## config.mk

```make
export PLATFORM = sky130hd
export DESIGN_NAME = fg_burst_exec
export DESIGN_NICKNAME = d
export VERILOG_FILES = /design/src/rtl/fg_pkg.sv /design/src/rtl/fg_axis_out_reg.sv /design/src/rtl/fg_burst_exec.sv
export SDC_FILE = /design/constraint.sdc
export NUM_CORES = 1
export LEC_CHECK = 0
export BUFFER_PORTS_ARGS = -buffer_cell sky130_fd_sc_hd__buf_2
export CORE_MARGIN = 3
export CORE_UTILIZATION = 35
export DETAILED_ROUTE_END_ITERATION = 16
export GPL_ROUTABILITY_DRIVEN = 0
export SYNTH_ARGS = -nofsm -noshare
export SYNTH_HDL_FRONTEND = slang
export SYNTH_SLANG_ARGS = --single-unit
```

## constraint.sdc

```tcl
create_clock -name clk -period 3.45 [get_ports clk]
set_input_delay 0.5175 -clock clk [delete_from_list [all_inputs] [get_ports clk]]
set_output_delay 0.5175 -clock clk [all_outputs]
set_load 0.02 [all_outputs]
```

## src/rtl/fg_pkg.sv

```systemverilog
// +----------------------------------------------------------------------------+
// | fg_pkg : shared types and constants for the flow-generator burst blocks.    |
// | Revision: 1.0                                                              |
// +----------------------------------------------------------------------------+
`default_nettype none

package fg_pkg;

    localparam int FG_LEN_WIDTH     = 32;
    localparam int FG_PKT_CNT_WIDTH = 16;
    localparam int FG_DEST_WIDTH    = 8;

    typedef enum logic [0:0] {
        FG_EXEC_IDLE = 1'b0,
        FG_EXEC_XFER = 1'b1
    } fg_exec_state_e;

    typedef struct packed {
        logic [FG_DEST_WIDTH-1:0] dest;
        logic [FG_LEN_WIDTH-1:0]  burst_len;
    } fg_bd_t;

    // A byte closes its packet if it is the last of the burst or fills the packet.
    function automatic logic fg_is_pkt_end(
        input logic [FG_LEN_WIDTH-1:0]     rem,
        input logic [FG_PKT_CNT_WIDTH-1:0] pkt_cnt,
        input logic [FG_PKT_CNT_WIDTH-1:0] pkt_cnt_max
    );
        return (rem == FG_LEN_WIDTH'(1)) || (pkt_cnt == pkt_cnt_max);
    endfunction

endpackage

`default_nettype wire

```

## src/rtl/fg_axis_out_reg.sv

```systemverilog
// +----------------------------------------------------------------------------+
// | fg_axis_out_reg : single-entry AXI-stream output holding register.         |
// | Revision: 1.0                                                              |
// +----------------------------------------------------------------------------+
`default_nettype none

module fg_axis_out_reg #(
    parameter int DEST_WIDTH = 8
) (
    input  logic                  clk,
    input  logic                  rst_n,
    input  logic                  load_i,
    input  logic [7:0]            data_i,
    input  logic                  last_i,
    input  logic [DEST_WIDTH-1:0] dest_i,
    input  logic                  tready_i,
    output logic                  tvalid_o,
    output logic [7:0]            tdata_o,
    output logic                  tlast_o,
    output logic [DEST_WIDTH-1:0] tdest_o
);

    logic                  tvalid_q, tvalid_d;
    logic [7:0]            tdata_q,  tdata_d;
    logic                  tlast_q,  tlast_d;
    logic [DEST_WIDTH-1:0] tdest_q,  tdest_d;

    // Payload only changes on a load, so it stays stable during a stall.
    always_comb begin
        tvalid_d = tvalid_q;
        tdata_d  = tdata_q;
        tlast_d  = tlast_q;
        tdest_d  = tdest_q;
        if (load_i) begin
            tvalid_d = 1'b1;
            tdata_d  = data_i;
            tlast_d  = last_i;
            tdest_d  = dest_i;
        end else if (tready_i) begin
            tvalid_d = 1'b0;
        end
    end

    always_ff @(posedge clk or negedge rst_n) begin
        if (!rst_n) begin
            tvalid_q <= 1'b0;
            tdata_q  <= 8'd0;
            tlast_q  <= 1'b0;
            tdest_q  <= '0;
        end else begin
            tvalid_q <= tvalid_d;
            tdata_q  <= tdata_d;
            tlast_q  <= tlast_d;
            tdest_q  <= tdest_d;
        end
    end

    assign tvalid_o = tvalid_q;
    assign tdata_o  = tdata_q;
    assign tlast_o  = tlast_q;
    assign tdest_o  = tdest_q;

endmodule

`default_nettype wire

```

## src/rtl/fg_burst_exec.sv

```systemverilog
// +----------------------------------------------------------------------------+
// | fg_burst_exec : turns burst descriptors into packetised AXI-stream bytes.  |
// | Optional statistics counters: define FG_BURST_EXEC_STATS_EN.               |
// | Revision: 1.0                                                              |
// +----------------------------------------------------------------------------+
`default_nettype none

module fg_burst_exec
    import fg_pkg::*;
#(
    parameter int DEST_WIDTH  = 8,
    parameter int MAX_PKT_LEN = 1514
) (
    input  logic                    clk,
    input  logic                    rst_n,
    input  logic                    input_bd_valid,
    output logic                    input_bd_ready,
    input  logic [DEST_WIDTH-1:0]   input_bd_dest,
    input  logic [FG_LEN_WIDTH-1:0] input_bd_burst_len,
    output logic [7:0]              output_axis_tdata,
    output logic                    output_axis_tvalid,
    input  logic                    output_axis_tready,
    output logic                    output_axis_tlast,
    output logic [DEST_WIDTH-1:0]   output_axis_tdest,
    output logic                    busy
`ifdef FG_BURST_EXEC_STATS_EN
    ,
    input  logic                    stat_clear,
    output logic [31:0]             stat_bursts,
    output logic [31:0]             stat_packets,
    output logic [31:0]             stat_bytes
`endif
);

    localparam logic [FG_PKT_CNT_WIDTH-1:0] PKT_CNT_MAX = FG_PKT_CNT_WIDTH'(MAX_PKT_LEN - 1);

    fg_exec_state_e              state_q,   state_d;
    logic                        ready_q,   ready_d;
    logic [DEST_WIDTH-1:0]       dest_q,    dest_d;
    logic [FG_LEN_WIDTH-1:0]     rem_q,     rem_d;
    logic [FG_LEN_WIDTH-1:0]     off_q,     off_d;
    logic [FG_PKT_CNT_WIDTH-1:0] pkt_cnt_q, pkt_cnt_d;

    logic bd_hs;
    logic load;
    logic load_last;
    logic out_tvalid;

    assign bd_hs     = input_bd_valid & ready_q;
    assign load      = (state_q == FG_EXEC_XFER) & (~out_tvalid | output_axis_tready);
    assign load_last = fg_is_pkt_end(rem_q, pkt_cnt_q, PKT_CNT_MAX);

    always_ff @(posedge clk or negedge rst_n) begin
        if (!rst_n) begin
            state_q <= FG_EXEC_IDLE;
        end else begin
            state_q <= state_d;
        end
    end

    always_comb begin
        state_d = state_q;
        case (state_q)
            FG_EXEC_IDLE: begin
                if (bd_hs && (input_bd_burst_len != '0)) begin
                    state_d = FG_EXEC_XFER;
                end
            end
            FG_EXEC_XFER: begin
                if (load && (rem_q == FG_LEN_WIDTH'(1))) begin
                    state_d = FG_EXEC_IDLE;
                end
            end
            default: state_d = FG_EXEC_IDLE;
        endcase
    end

    // Ready looks ahead one cycle so the next descriptor is taken as the last byte drains.
    always_comb begin
        ready_d = (state_d == FG_EXEC_IDLE) & (~out_tvalid | output_axis_tready);
        busy    = (state_q == FG_EXEC_XFER) | out_tvalid;
    end

    always_comb begin
        dest_d    = dest_q;
        rem_d     = rem_q;
        off_d     = off_q;
        pkt_cnt_d = pkt_cnt_q;
        if (bd_hs) begin
            dest_d    = input_bd_dest;
            rem_d     = input_bd_burst_len;
            off_d     = '0;
            pkt_cnt_d = '0;
        end else if (load) begin
            rem_d     = rem_q - FG_LEN_WIDTH'(1);
            off_d     = off_q + FG_LEN_WIDTH'(1);
            pkt_cnt_d = load_last ? '0 : pkt_cnt_q + FG_PKT_CNT_WIDTH'(1);
        end
    end

    always_ff @(posedge clk or negedge rst_n) begin
        if (!rst_n) begin
            ready_q   <= 1'b0;
            dest_q    <= '0;
            rem_q     <= '0;
            off_q     <= '0;
            pkt_cnt_q <= '0;
        end else begin
            ready_q   <= ready_d;
            dest_q    <= dest_d;
            rem_q     <= rem_d;
            off_q     <= off_d;
            pkt_cnt_q <= pkt_cnt_d;
        end
    end

    assign input_bd_ready = ready_q;

    fg_axis_out_reg #(
        .DEST_WIDTH (DEST_WIDTH)
    ) u_out_reg (
        .clk      (clk),
        .rst_n    (rst_n),
        .load_i   (load),
        .data_i   (off_q[7:0]),
        .last_i   (load_last),
        .dest_i   (dest_q),
        .tready_i (output_axis_tready),
        .tvalid_o (out_tvalid),
        .tdata_o  (output_axis_tdata),
        .tlast_o  (output_axis_tlast),
        .tdest_o  (output_axis_tdest)
    );

    assign output_axis_tvalid = out_tvalid;

`ifdef FG_BURST_EXEC_STATS_EN
    logic [31:0] stat_bursts_q;
    logic [31:0] stat_packets_q;
    logic [31:0] stat_bytes_q;
    logic        beat_hs;

    assign beat_hs = out_tvalid & output_axis_tready;

    always_ff @(posedge clk or negedge rst_n) begin
        if (!rst_n) begin
            stat_bursts_q  <= 32'd0;
            stat_packets_q <= 32'd0;
            stat_bytes_q   <= 32'd0;
        end else if (stat_clear) begin
            stat_bursts_q  <= 32'd0;
            stat_packets_q <= 32'd0;
            stat_bytes_q   <= 32'd0;
        end else begin
            if (bd_hs) begin
                stat_bursts_q <= stat_bursts_q + 32'd1;
            end
            if (beat_hs && output_axis_tlast) begin
                stat_packets_q <= stat_packets_q + 32'd1;
            end
            if (beat_hs) begin
                stat_bytes_q <= stat_bytes_q + 32'd1;
            end
        end
    end

    assign stat_bursts  = stat_bursts_q;
    assign stat_packets = stat_packets_q;
    assign stat_bytes   = stat_bytes_q;
`endif

endmodule

`default_nettype wire

```

==> flow_results.xml, run 1 <==
<?xml version="1.0" encoding="UTF-8"?>
<metrics>
  <group name="clock_tree">
    <metric name="cts_buffer_depth" unit="">2</metric>
    <metric name="post_cts_setup_buffer_count" unit="">0</metric>
    <metric name="cts.sink_count" unit="">84</metric>
    <metric name="tritoncts" unit="">built</metric>
    <metric name="cts.hold.buffers_added" unit="">0</metric>
    <metric name="clockRootBuffer" unit="">sky130_fd_sc_hd__clkbuf_16</metric>
    <metric name="postCtsResizedCells" unit="">0</metric>
    <metric name="tritoncts.num_buffers" unit="">9</metric>
    <metric name="clkSlewWorstSetupHoldPaths" unit="ps">70</metric>
    <metric name="cts_h_tree_depth" unit="">3</metric>
    <metric name="worstSkewPairLatency" unit="ps">350</metric>
  </group>
  <group name="placement">
    <metric name="place.port_buffers" unit="">63</metric>
    <metric name="placement.cell_area" unit="sq mm">0.00475</metric>
    <metric name="dp_hpwl" unit="mm">7.21</metric>
    <metric name="placedCellCount" unit="">671</metric>
  </group>
  <group name="logic_synthesis">
    <metric name="synthCells" unit="">477</metric>
    <metric name="yosys.cell_count.top_type" unit="">sky130_fd_sc_hd__nand2_1</metric>
    <metric name="syn-cell-area" unit="sq mm">0.00427</metric>
    <metric name="ys_top_cells_by_area" unit="">sky130_fd_sc_hd__dfrtp_1 49%, sky130_fd_sc_hd__nand2_1 10%, sky130_fd_sc_hd__xnor2_1 5.3%, sky130_fd_sc_hd__o21ai_0 3.5%, sky130_fd_sc_hd__nor4_1 3.4%</metric>
    <metric name="synth_area_per_inst" unit="sq um">8.96</metric>
    <metric name="synth-edff-count" unit="">0</metric>
    <metric name="fraction_of_synthesized_cell_area_taken_by_the_top_area_cell_type" unit="%">49.2</metric>
    <metric name="synth_fp_nets" unit="">526</metric>
    <metric name="ys_warn_count" unit="">0</metric>
    <metric name="synth_top_cells_by_count" unit="">116 x sky130_fd_sc_hd__nand2_1, 84 x sky130_fd_sc_hd__dfrtp_1, 37 x sky130_fd_sc_hd__nor2_1</metric>
    <metric name="async_reset_ff_share" unit="%">100</metric>
    <metric name="seq_area_frac_synth" unit="%">49.2</metric>
    <metric name="dominantRegCellSynth" unit="">sky130_fd_sc_hd__dfrtp_1</metric>
    <metric name="synth_register_bits" unit="">84</metric>
    <metric name="yosysUniqueCellTypes" unit="">42</metric>
    <metric name="synth_area_leader_cell" unit="">sky130_fd_sc_hd__dfrtp_1</metric>
  </group>
  <group name="final_layout">
    <metric name="share_of_post_route_cells_with_drive_strength_above_1" unit="%">18.0</metric>
    <metric name="fillerInstances" unit="">1153</metric>
    <metric name="antenna_cells" unit="">0</metric>
    <metric name="nets" unit="">588</metric>
    <metric name="synthToLayoutAreaGrowth" unit="%">18.5</metric>
    <metric name="final_core_occ" unit="%">43.4</metric>
    <metric name="finalNonFillerCells" unit="">687</metric>
    <metric name="design_area" unit="sq mm">0.00507</metric>
  </group>
  <group name="grt">
    <metric name="number_of_antenna_violations_at_the_first_check_in_global_routing" unit="">0</metric>
    <metric name="wire_length_of_the_first_global_routing_pass" unit="mm">16.9</metric>
    <metric name="grt_pass1_vias" unit="">3428</metric>
    <metric name="grt_start_max_net_pins" unit="">85</metric>
    <metric name="groute.usage.overall" unit="%">16.0</metric>
    <metric name="grt.overflow.total" unit="">0</metric>
  </group>
  <group name="run_status">
    <metric name="status" unit="">completed</metric>
  </group>
  <group name="power">
    <metric name="vdd_ir_drop_max" unit="V">0.000246</metric>
    <metric name="p_leak" unit="nW">2.27</metric>
    <metric name="power_per_cell_area" unit="mW/mm^2">700</metric>
  </group>
  <group name="setup_path">
    <metric name="cpLargestDelayFamily" unit="">simple AND/OR/NAND/NOR gates</metric>
    <metric name="path_class" unit="">reg -&gt; reg</metric>
    <metric name="critPathMaxStageDelay" unit="ps">600</metric>
    <metric name="ff2ff_setup_slack" unit="ps">580</metric>
    <metric name="critPathLaunchType" unit="">flop</metric>
    <metric name="critical_path.reg2reg.endpoint" unit="">pkt_cnt_q[4]</metric>
    <metric name="critPathArrivalTime" unit="ps">3110</metric>
    <metric name="worst-path-max-fanout" unit="">8</metric>
    <metric name="cell_with_the_largest_stage_delay_on_the_worst_path" unit="">sky130_fd_sc_hd__or4_4</metric>
    <metric name="critical_path_buf_inv_count" unit="">1</metric>
    <metric name="ff2ff_path_depth" unit="">6</metric>
    <metric name="worst_r2r_startpoint" unit="">rem_q[16]</metric>
    <metric name="cpMostUsedCell" unit="">sky130_fd_sc_hd__or4_4</metric>
    <metric name="worstSetupEndpointType" unit="">flop</metric>
    <metric name="critical_path_required" unit="ps">3690</metric>
    <metric name="path_cells" unit="">or4_4 -&gt; or4_4 -&gt; o41ai_4 -&gt; buf_4 -&gt; o31ai_1 -&gt; a22o_1</metric>
  </group>
  <group name="timing">
    <metric name="timing.final.hold_violations" unit="">0</metric>
    <metric name="fmax" unit="GHz">0.348</metric>
    <metric name="setup_violators_final" unit="">0</metric>
    <metric name="max_slew_margin" unit="%">29.4</metric>
    <metric name="timing.final.crit_share" unit="%">83.2</metric>
    <metric name="drv_slew" unit="">0</metric>
    <metric name="smallest_hold_slack" unit="ps">348</metric>
    <metric name="finalWorstPathRequiredPeriod" unit="ps">2870</metric>
    <metric name="fin_worst_skew" unit="ps">6.34</metric>
    <metric name="rsz0062_at_grt" unit="">false</metric>
    <metric name="worst_pin_slew" unit="ps">1060</metric>
    <metric name="tns" unit="ps">0</metric>
  </group>
  <group name="floorplanning">
    <metric name="die-height" unit="um">117</metric>
    <metric name="rows" unit="">39</metric>
    <metric name="floorplan.die_area" unit="sq mm">0.0136</metric>
    <metric name="top_level_ports" unit="">64</metric>
    <metric name="initial_utilization" unit="%">36.6</metric>
    <metric name="core_region_area" unit="sq mm">0.0117</metric>
    <metric name="die_w" unit="um">117</metric>
  </group>
  <group name="routing">
    <metric name="num_vias" unit="">3648</metric>
    <metric name="first_pass_iters" unit="">5</metric>
    <metric name="vias_per_cell" unit="">5.31</metric>
    <metric name="antenna_left" unit="">0</metric>
    <metric name="wl" unit="mm">10.4</metric>
    <metric name="avgRoutedWirePerCell" unit="um">15.1</metric>
    <metric name="drc" unit="">0</metric>
    <metric name="first_iter_violations" unit="">216</metric>
  </group>
  <group name="worst_hold_path">
    <metric name="holdCritPathClass" unit="">in -&gt; async</metric>
  </group>
  <group name="job">
    <metric name="drv_cap" unit="">0</metric>
  </group>
</metrics>
-- placed cells by master (no fill, tap or decap), drive strengths merged, types with 10 or more instances in the layout --
| master | n |
|---|---|
| nor3 | 14 |
| o21ai | 30 |
| xnor2 | 26 |
| dfrtp | 84 |
| buf | 71 |
| nand2 | 116 |
| inv | 10 |
| nor2 | 37 |
| or4 | 12 |
| nor4 | 23 |
| nand4 | 17 |
| or3 | 10 |
-- final cells by class --
type	count	area, sq um	share of cell area, %
flip-flops and latches	84	2100	41.5
repair buffers	71	378	7.46
clock inverters	7	88.8	1.75
inverters	5	18.8	0.370
multi-input cells	368	2070	40.9
well taps	143	179	3.53
clock buffers	9	225	4.45
-- cells by family (layout without fill, tap and decap cells) --
group | Yosys count | count (layout) | synth area share, %
AOI/OAI and AO/OA | 62 | 62 | 9.37
xor gates and xnor gates | 35 | 35 | 7.17
adders and majority gates | 5 | 5 | 1.46
buffers and inverters | 25 | 92 | 2.37
DFF | 84 | 84 | 49.2
muxes | 1 | 1 | 0.263
and+or+nand+nor | 265 | 265 | 30.2
-- worst max path at each step --
stage | cells past startpoint | from | to
after floorplan | 6 | rem_q[16] | pkt_cnt_q[12]
after global placement | 6 | rem_q[16] | pkt_cnt_q[4]
after detailed placement | 6 | rem_q[16] | pkt_cnt_q[13]
after CTS | 6 | rem_q[16] | pkt_cnt_q[4]
after global routing | 6 | rem_q[16] | pkt_cnt_q[4]
final | 6 | rem_q[16] | pkt_cnt_q[4]
-- registers in the layout, summed over array words and instances (netlist names) --
register / count
u_out_reg.tdata_o: 8
off_q: 8
rem_q: 32
u_out_reg.tlast_o: 1
u_out_reg.tvalid_o: 1
input_bd_ready: 1
state_q: 1
u_out_reg.tdest_o: 8
dest_q: 8
pkt_cnt_q: 16
-- report_power, final --
part	internal (W)	switching, W	leakage (nW)
Clock	0.000582	0.000455	0.152
Sequential	0.00130	0.000298	1.06
Combinational	0.000388	0.000522	1.06
-- per-stage QoR --
step / power, W / setup WS (ps)
floorplan: 0.00220 / 892
global placement: 0.00250 / 639
detailed placement: 0.00253 / 592
CTS: 0.00359 / 586
global route: 0.00380 / 464
finish: 0.00355 / 578
-- routing by layer --
layer	global-route usage, %	up-vias	wire [um]
met3	4.61	12	541
met1	22.5	1746	5090
li1	-	1810	-
met5	0	-	0
met4	5.26	0	133
met2	23.6	80	4590
Note: power is estimated with default switching activity, not from simulation.
==> run 2, diff against run 1 <==
--- a/config.mk
+++ b/config.mk
@@ -5,6 +5,7 @@
 export SDC_FILE = /design/constraint.sdc
 export NUM_CORES = 1
 export LEC_CHECK = 0
+export ABC_AREA = 1
 export BUFFER_PORTS_ARGS = -buffer_cell sky130_fd_sc_hd__buf_2
 export CORE_MARGIN = 3
 export CORE_UTILIZATION = 35
==> constraint.sdc (replaced) <==
create_clock -name clk -period 2.95 [get_ports clk]
set_input_delay 0.4425 -clock clk [delete_from_list [all_inputs] [get_ports clk]]
set_output_delay 0.4425 -clock clk [all_outputs]
set_load 0.02 [all_outputs]
==> run 2 against run 1 <==
Against the previous run:
- critical path depth increased by 1
- global-route usage grew 1.4 points
- via count is 25% higher
- final cell count grew 32%
- sequential power grew 26%
- flip-flop and latch count unchanged
- clock power up 16%
- largest power group is now combinational cells
==> flow_results.xml, run 2 <==
<?xml version="1.0" encoding="UTF-8"?>
<metrics>
  <group name="logic_synthesis">
    <metric name="synthCells" unit="">666</metric>
    <metric name="ys_top_cells_by_area" unit="">sky130_fd_sc_hd__dfrtp_1 42%, sky130_fd_sc_hd__nand2_1 14%, sky130_fd_sc_hd__nor2_1 6.3%, sky130_fd_sc_hd__nand3_1 4.6%, sky130_fd_sc_hd__inv_1 4.4%</metric>
    <metric name="syn-cell-area" unit="sq mm">0.00502</metric>
    <metric name="synth_fp_nets" unit="">715</metric>
    <metric name="synth_top_cells_by_count" unit="">188 x sky130_fd_sc_hd__nand2_1, 84 x sky130_fd_sc_hd__dfrtp_1, 84 x sky130_fd_sc_hd__nor2_1</metric>
    <metric name="ys_warn_count" unit="">0</metric>
    <metric name="async_reset_ff_share" unit="%">100</metric>
    <metric name="synth_area_leader_cell" unit="">sky130_fd_sc_hd__dfrtp_1</metric>
    <metric name="dominantRegCellSynth" unit="">sky130_fd_sc_hd__dfrtp_1</metric>
    <metric name="synth_register_bits" unit="">84</metric>
    <metric name="yosys.cell_count.top_type" unit="">sky130_fd_sc_hd__nand2_1</metric>
    <metric name="synth-edff-count" unit="">0</metric>
    <metric name="seq_area_frac_synth" unit="%">41.9</metric>
    <metric name="yosysUniqueCellTypes" unit="">45</metric>
    <metric name="synth_area_per_inst" unit="sq um">7.53</metric>
    <metric name="fraction_of_synthesized_cell_area_taken_by_the_top_area_cell_type" unit="%">41.9</metric>
  </group>
  <group name="final_layout">
    <metric name="multi_input_comb_area" unit="sq mm">0.00254</metric>
    <metric name="share_of_post_route_cells_with_drive_strength_above_1" unit="%">18.2</metric>
    <metric name="synthToLayoutAreaGrowth" unit="%">15.6</metric>
    <metric name="regMostFlops" unit="">rem_q</metric>
    <metric name="nets" unit="">773</metric>
    <metric name="layout_top_registers" unit="">rem_q x32, pkt_cnt_q x16</metric>
    <metric name="fillerInstances" unit="">1442</metric>
    <metric name="final_cell_mix" unit="">188 x sky130_fd_sc_hd__nand2_1, 84 x sky130_fd_sc_hd__nor2_1, 84 x sky130_fd_sc_hd__dfrtp_1, 62 x sky130_fd_sc_hd__buf_2, 59 x sky130_fd_sc_hd__inv_1</metric>
    <metric name="antenna_cells" unit="">0</metric>
    <metric name="mostFrequentLayoutCell" unit="">sky130_fd_sc_hd__nand2_1</metric>
    <metric name="ff_latch_area" unit="sq mm">0.00210</metric>
    <metric name="largest_register_ffs" unit="">32</metric>
  </group>
  <group name="routing">
    <metric name="num_vias" unit="">4576</metric>
    <metric name="drc" unit="">0</metric>
    <metric name="vias_per_cell" unit="">5.03</metric>
    <metric name="wl" unit="mm">13.2</metric>
    <metric name="first_pass_iters" unit="">5</metric>
    <metric name="met1Wirelength" unit="mm">6.08</metric>
    <metric name="antenna_left" unit="">0</metric>
    <metric name="highest-signal-layer" unit="">met4</metric>
    <metric name="met2_wirelength" unit="mm">6.16</metric>
    <metric name="avgRoutedWirePerCell" unit="um">14.5</metric>
    <metric name="route.met3.wl" unit="um">688</metric>
    <metric name="first_iter_violations" unit="">388</metric>
  </group>
  <group name="setup_path">
    <metric name="worstSetupEndpointType" unit="">flop</metric>
    <metric name="cell_with_the_largest_stage_delay_on_the_worst_path" unit="">sky130_fd_sc_hd__dfrtp_1</metric>
    <metric name="path_cells" unit="">nand2_2 -&gt; inv_4 -&gt; nor2_8 -&gt; inv_2 -&gt; nor3_1 -&gt; a22oi_1 -&gt; o21ai_0</metric>
    <metric name="critical_path.reg2reg.endpoint" unit="">rem_q[27]</metric>
    <metric name="worst-path-max-fanout" unit="">37</metric>
    <metric name="ff2ff_path_depth" unit="">7</metric>
    <metric name="path_class" unit="">reg -&gt; reg</metric>
    <metric name="critPathLaunchType" unit="">flop</metric>
    <metric name="ff2ff_setup_slack" unit="ps">1040</metric>
    <metric name="critPathMaxStageDelay" unit="ps">440</metric>
    <metric name="worst_r2r_startpoint" unit="">input_bd_ready</metric>
    <metric name="critical_path_required" unit="ps">3180</metric>
    <metric name="critPathArrivalTime" unit="ps">2140</metric>
  </group>
  <group name="floorplanning">
    <metric name="rows" unit="">43</metric>
    <metric name="core_region_area" unit="sq mm">0.0139</metric>
    <metric name="initial_utilization" unit="%">36.0</metric>
    <metric name="top_level_ports" unit="">64</metric>
    <metric name="die-height" unit="um">126</metric>
    <metric name="die_w" unit="um">126</metric>
    <metric name="floorplan.die_area" unit="sq mm">0.0158</metric>
  </group>
  <group name="clock_tree">
    <metric name="tritoncts.num_buffers" unit="">9</metric>
    <metric name="tritoncts" unit="">built</metric>
    <metric name="cts.hold.buffers_added" unit="">0</metric>
    <metric name="cts_buffer_depth" unit="">2</metric>
    <metric name="clkSlewWorstSetupHoldPaths" unit="ps">70</metric>
    <metric name="postCtsResizedCells" unit="">0</metric>
    <metric name="clockRootBuffer" unit="">sky130_fd_sc_hd__clkbuf_16</metric>
    <metric name="cts.sink_count" unit="">84</metric>
    <metric name="worstSkewPairLatency" unit="ps">360</metric>
    <metric name="cts_h_tree_depth" unit="">3</metric>
    <metric name="post_cts_setup_buffer_count" unit="">0</metric>
  </group>
  <group name="timing">
    <metric name="timing.final.crit_share" unit="%">64.7</metric>
    <metric name="setup_violators_final" unit="">0</metric>
    <metric name="max_slew_margin" unit="%">29.8</metric>
    <metric name="worst_pin_slew" unit="ps">1050</metric>
    <metric name="finalWorstPathRequiredPeriod" unit="ps">1910</metric>
    <metric name="fin_worst_skew" unit="ps">11.5</metric>
    <metric name="drv_slew" unit="">0</metric>
    <metric name="timing.final.hold_violations" unit="">0</metric>
    <metric name="rsz0062_at_grt" unit="">false</metric>
    <metric name="tns" unit="ps">0</metric>
    <metric name="fmax" unit="GHz">0.524</metric>
  </group>
  <group name="grt">
    <metric name="number_of_antenna_violations_at_the_first_check_in_global_routing" unit="">0</metric>
    <metric name="wire_length_of_the_first_global_routing_pass" unit="mm">22.3</metric>
    <metric name="grt_start_max_net_pins" unit="">85</metric>
    <metric name="grt_pass1_vias" unit="">4657</metric>
    <metric name="groute.usage.overall" unit="%">17.4</metric>
    <metric name="grt.overflow.total" unit="">0</metric>
  </group>
  <group name="placement">
    <metric name="dp_hpwl" unit="mm">9.54</metric>
    <metric name="place.port_buffers" unit="">63</metric>
  </group>
  <group name="power">
    <metric name="clkPwrFrac" unit="%">22.5</metric>
    <metric name="netSwitchingPower" unit="W">0.00240</metric>
    <metric name="p_int" unit="W">0.00300</metric>
    <metric name="switching_share" unit="%">44.4</metric>
    <metric name="p_leak" unit="nW">2.73</metric>
    <metric name="power_per_cell_area" unit="mW/mm^2">931</metric>
    <metric name="power.share.combinational" unit="%">40.1</metric>
    <metric name="power.sequential.fraction" unit="%">37.4</metric>
    <metric name="vdd_ir_drop_max" unit="V">0.000325</metric>
    <metric name="total_power" unit="W">0.00540</metric>
  </group>
  <group name="worst_hold_path">
    <metric name="holdCritPathClass" unit="">in -&gt; async</metric>
  </group>
  <group name="run_status">
    <metric name="status" unit="">completed</metric>
  </group>
  <group name="job">
    <metric name="drv_cap" unit="">0</metric>
  </group>
</metrics>
-- run 2: cell types whose count changed after synthesis, sizes merged, moves of 12 or more --
cell	delta
nor2	+67
nor4	-23
or4	-12
nand2	+85
nand3	+40
xnor2	-23
xor2	+12
inv	+61
-- run 2: final cells by class --
| class | count | area share [%] |
|---|---|---|
| Multi-Input combinational cell | 495 | 43.9 |
| Tap cell | 180 | 3.88 |
| Sequential cell | 84 | 36.3 |
| Clock buffer | 9 | 3.88 |
| Inverter | 67 | 4.47 |
| Clock inverter | 7 | 1.62 |
| Timing Repair Buffer | 67 | 6.00 |
-- run 2: routing by layer --
| layer | track usage (%) | vias up |
|---|---|---|
| li1 | - | 2263 |
| met4 | 6.57 | 0 |
| met1 | 23.0 | 2165 |
| met3 | 3.39 | 19 |
| met5 | 0 | - |
| met2 | 28.3 | 129 |
-- run 2: kinds of logic after synthesis --
kind of cell | Yosys count | share of synthesized area (%)
compound gates | 82 | 10.4
xor+xnor | 24 | 4.19
fa+ha+maj | 5 | 1.25
buf+inv | 87 | 7.36
flops | 84 | 41.9
simple gates | 384 | 34.9
-- run 2: worst max-delay path: cells and delay by family (launching register included) --
kind                   cells  cell delay (ps)
AOI/OAI and AO/OA          2              300
buffers and inverters      2              660
DFF                        1              440
and+or+nand+nor            3              360
-- run 2: power groups by stage --
stage | Combinational [W] | Sequential (W) | Clock [W]
6_report | 0.00216 | 0.00202 | 0.00121
5_1_grt | 0.00248 | 0.00208 | 0.00127
3_3_place_gp | 0.00212 | 0.00201 | 0
4_1_cts | 0.00217 | 0.00201 | 0.00124
3_5_place_dp | 0.00216 | 0.00202 | 0
2_1_floorplan | 0.00157 | 0.00203 | 0
-- run 2: how the worst max path moves through the flow --
| stage | cells past startpoint | slack (ps) | startpoint | to |
|---|---|---|---|---|
| floorplan | 6 | 1540 | input_bd_ready | rem_q[12] |
| global placement | 8 | 980 | input_bd_valid | rem_q[27] |
| detailed placement | 8 | 950 | input_bd_valid | pkt_cnt_q[10] |
| CTS | 7 | 1040 | input_bd_ready | rem_q[27] |
| global route | 7 | 850 | input_bd_ready | rem_q[27] |
| finish | 7 | 1040 | input_bd_ready | rem_q[27] |
-- run 2: stage by stage --
| step | util [%] | setup WS (ps) | cells | hold WS [ps] | instance area (sq um) |
|---|---|---|---|---|---|
| after floorplan | - | 1540 | 666 | 147 | 5020 |
| after global placement | 39.3 | 982 | 893 | 462 | 5480 |
| after detailed placement | 39.3 | 953 | 893 | 464 | 5480 |
| after CTS | 41.6 | 1040 | 909 | 285 | 5800 |
| after global routing | 41.6 | 851 | 909 | 315 | 5800 |
| final | 41.6 | 1040 | 909 | 291 | 5800 |
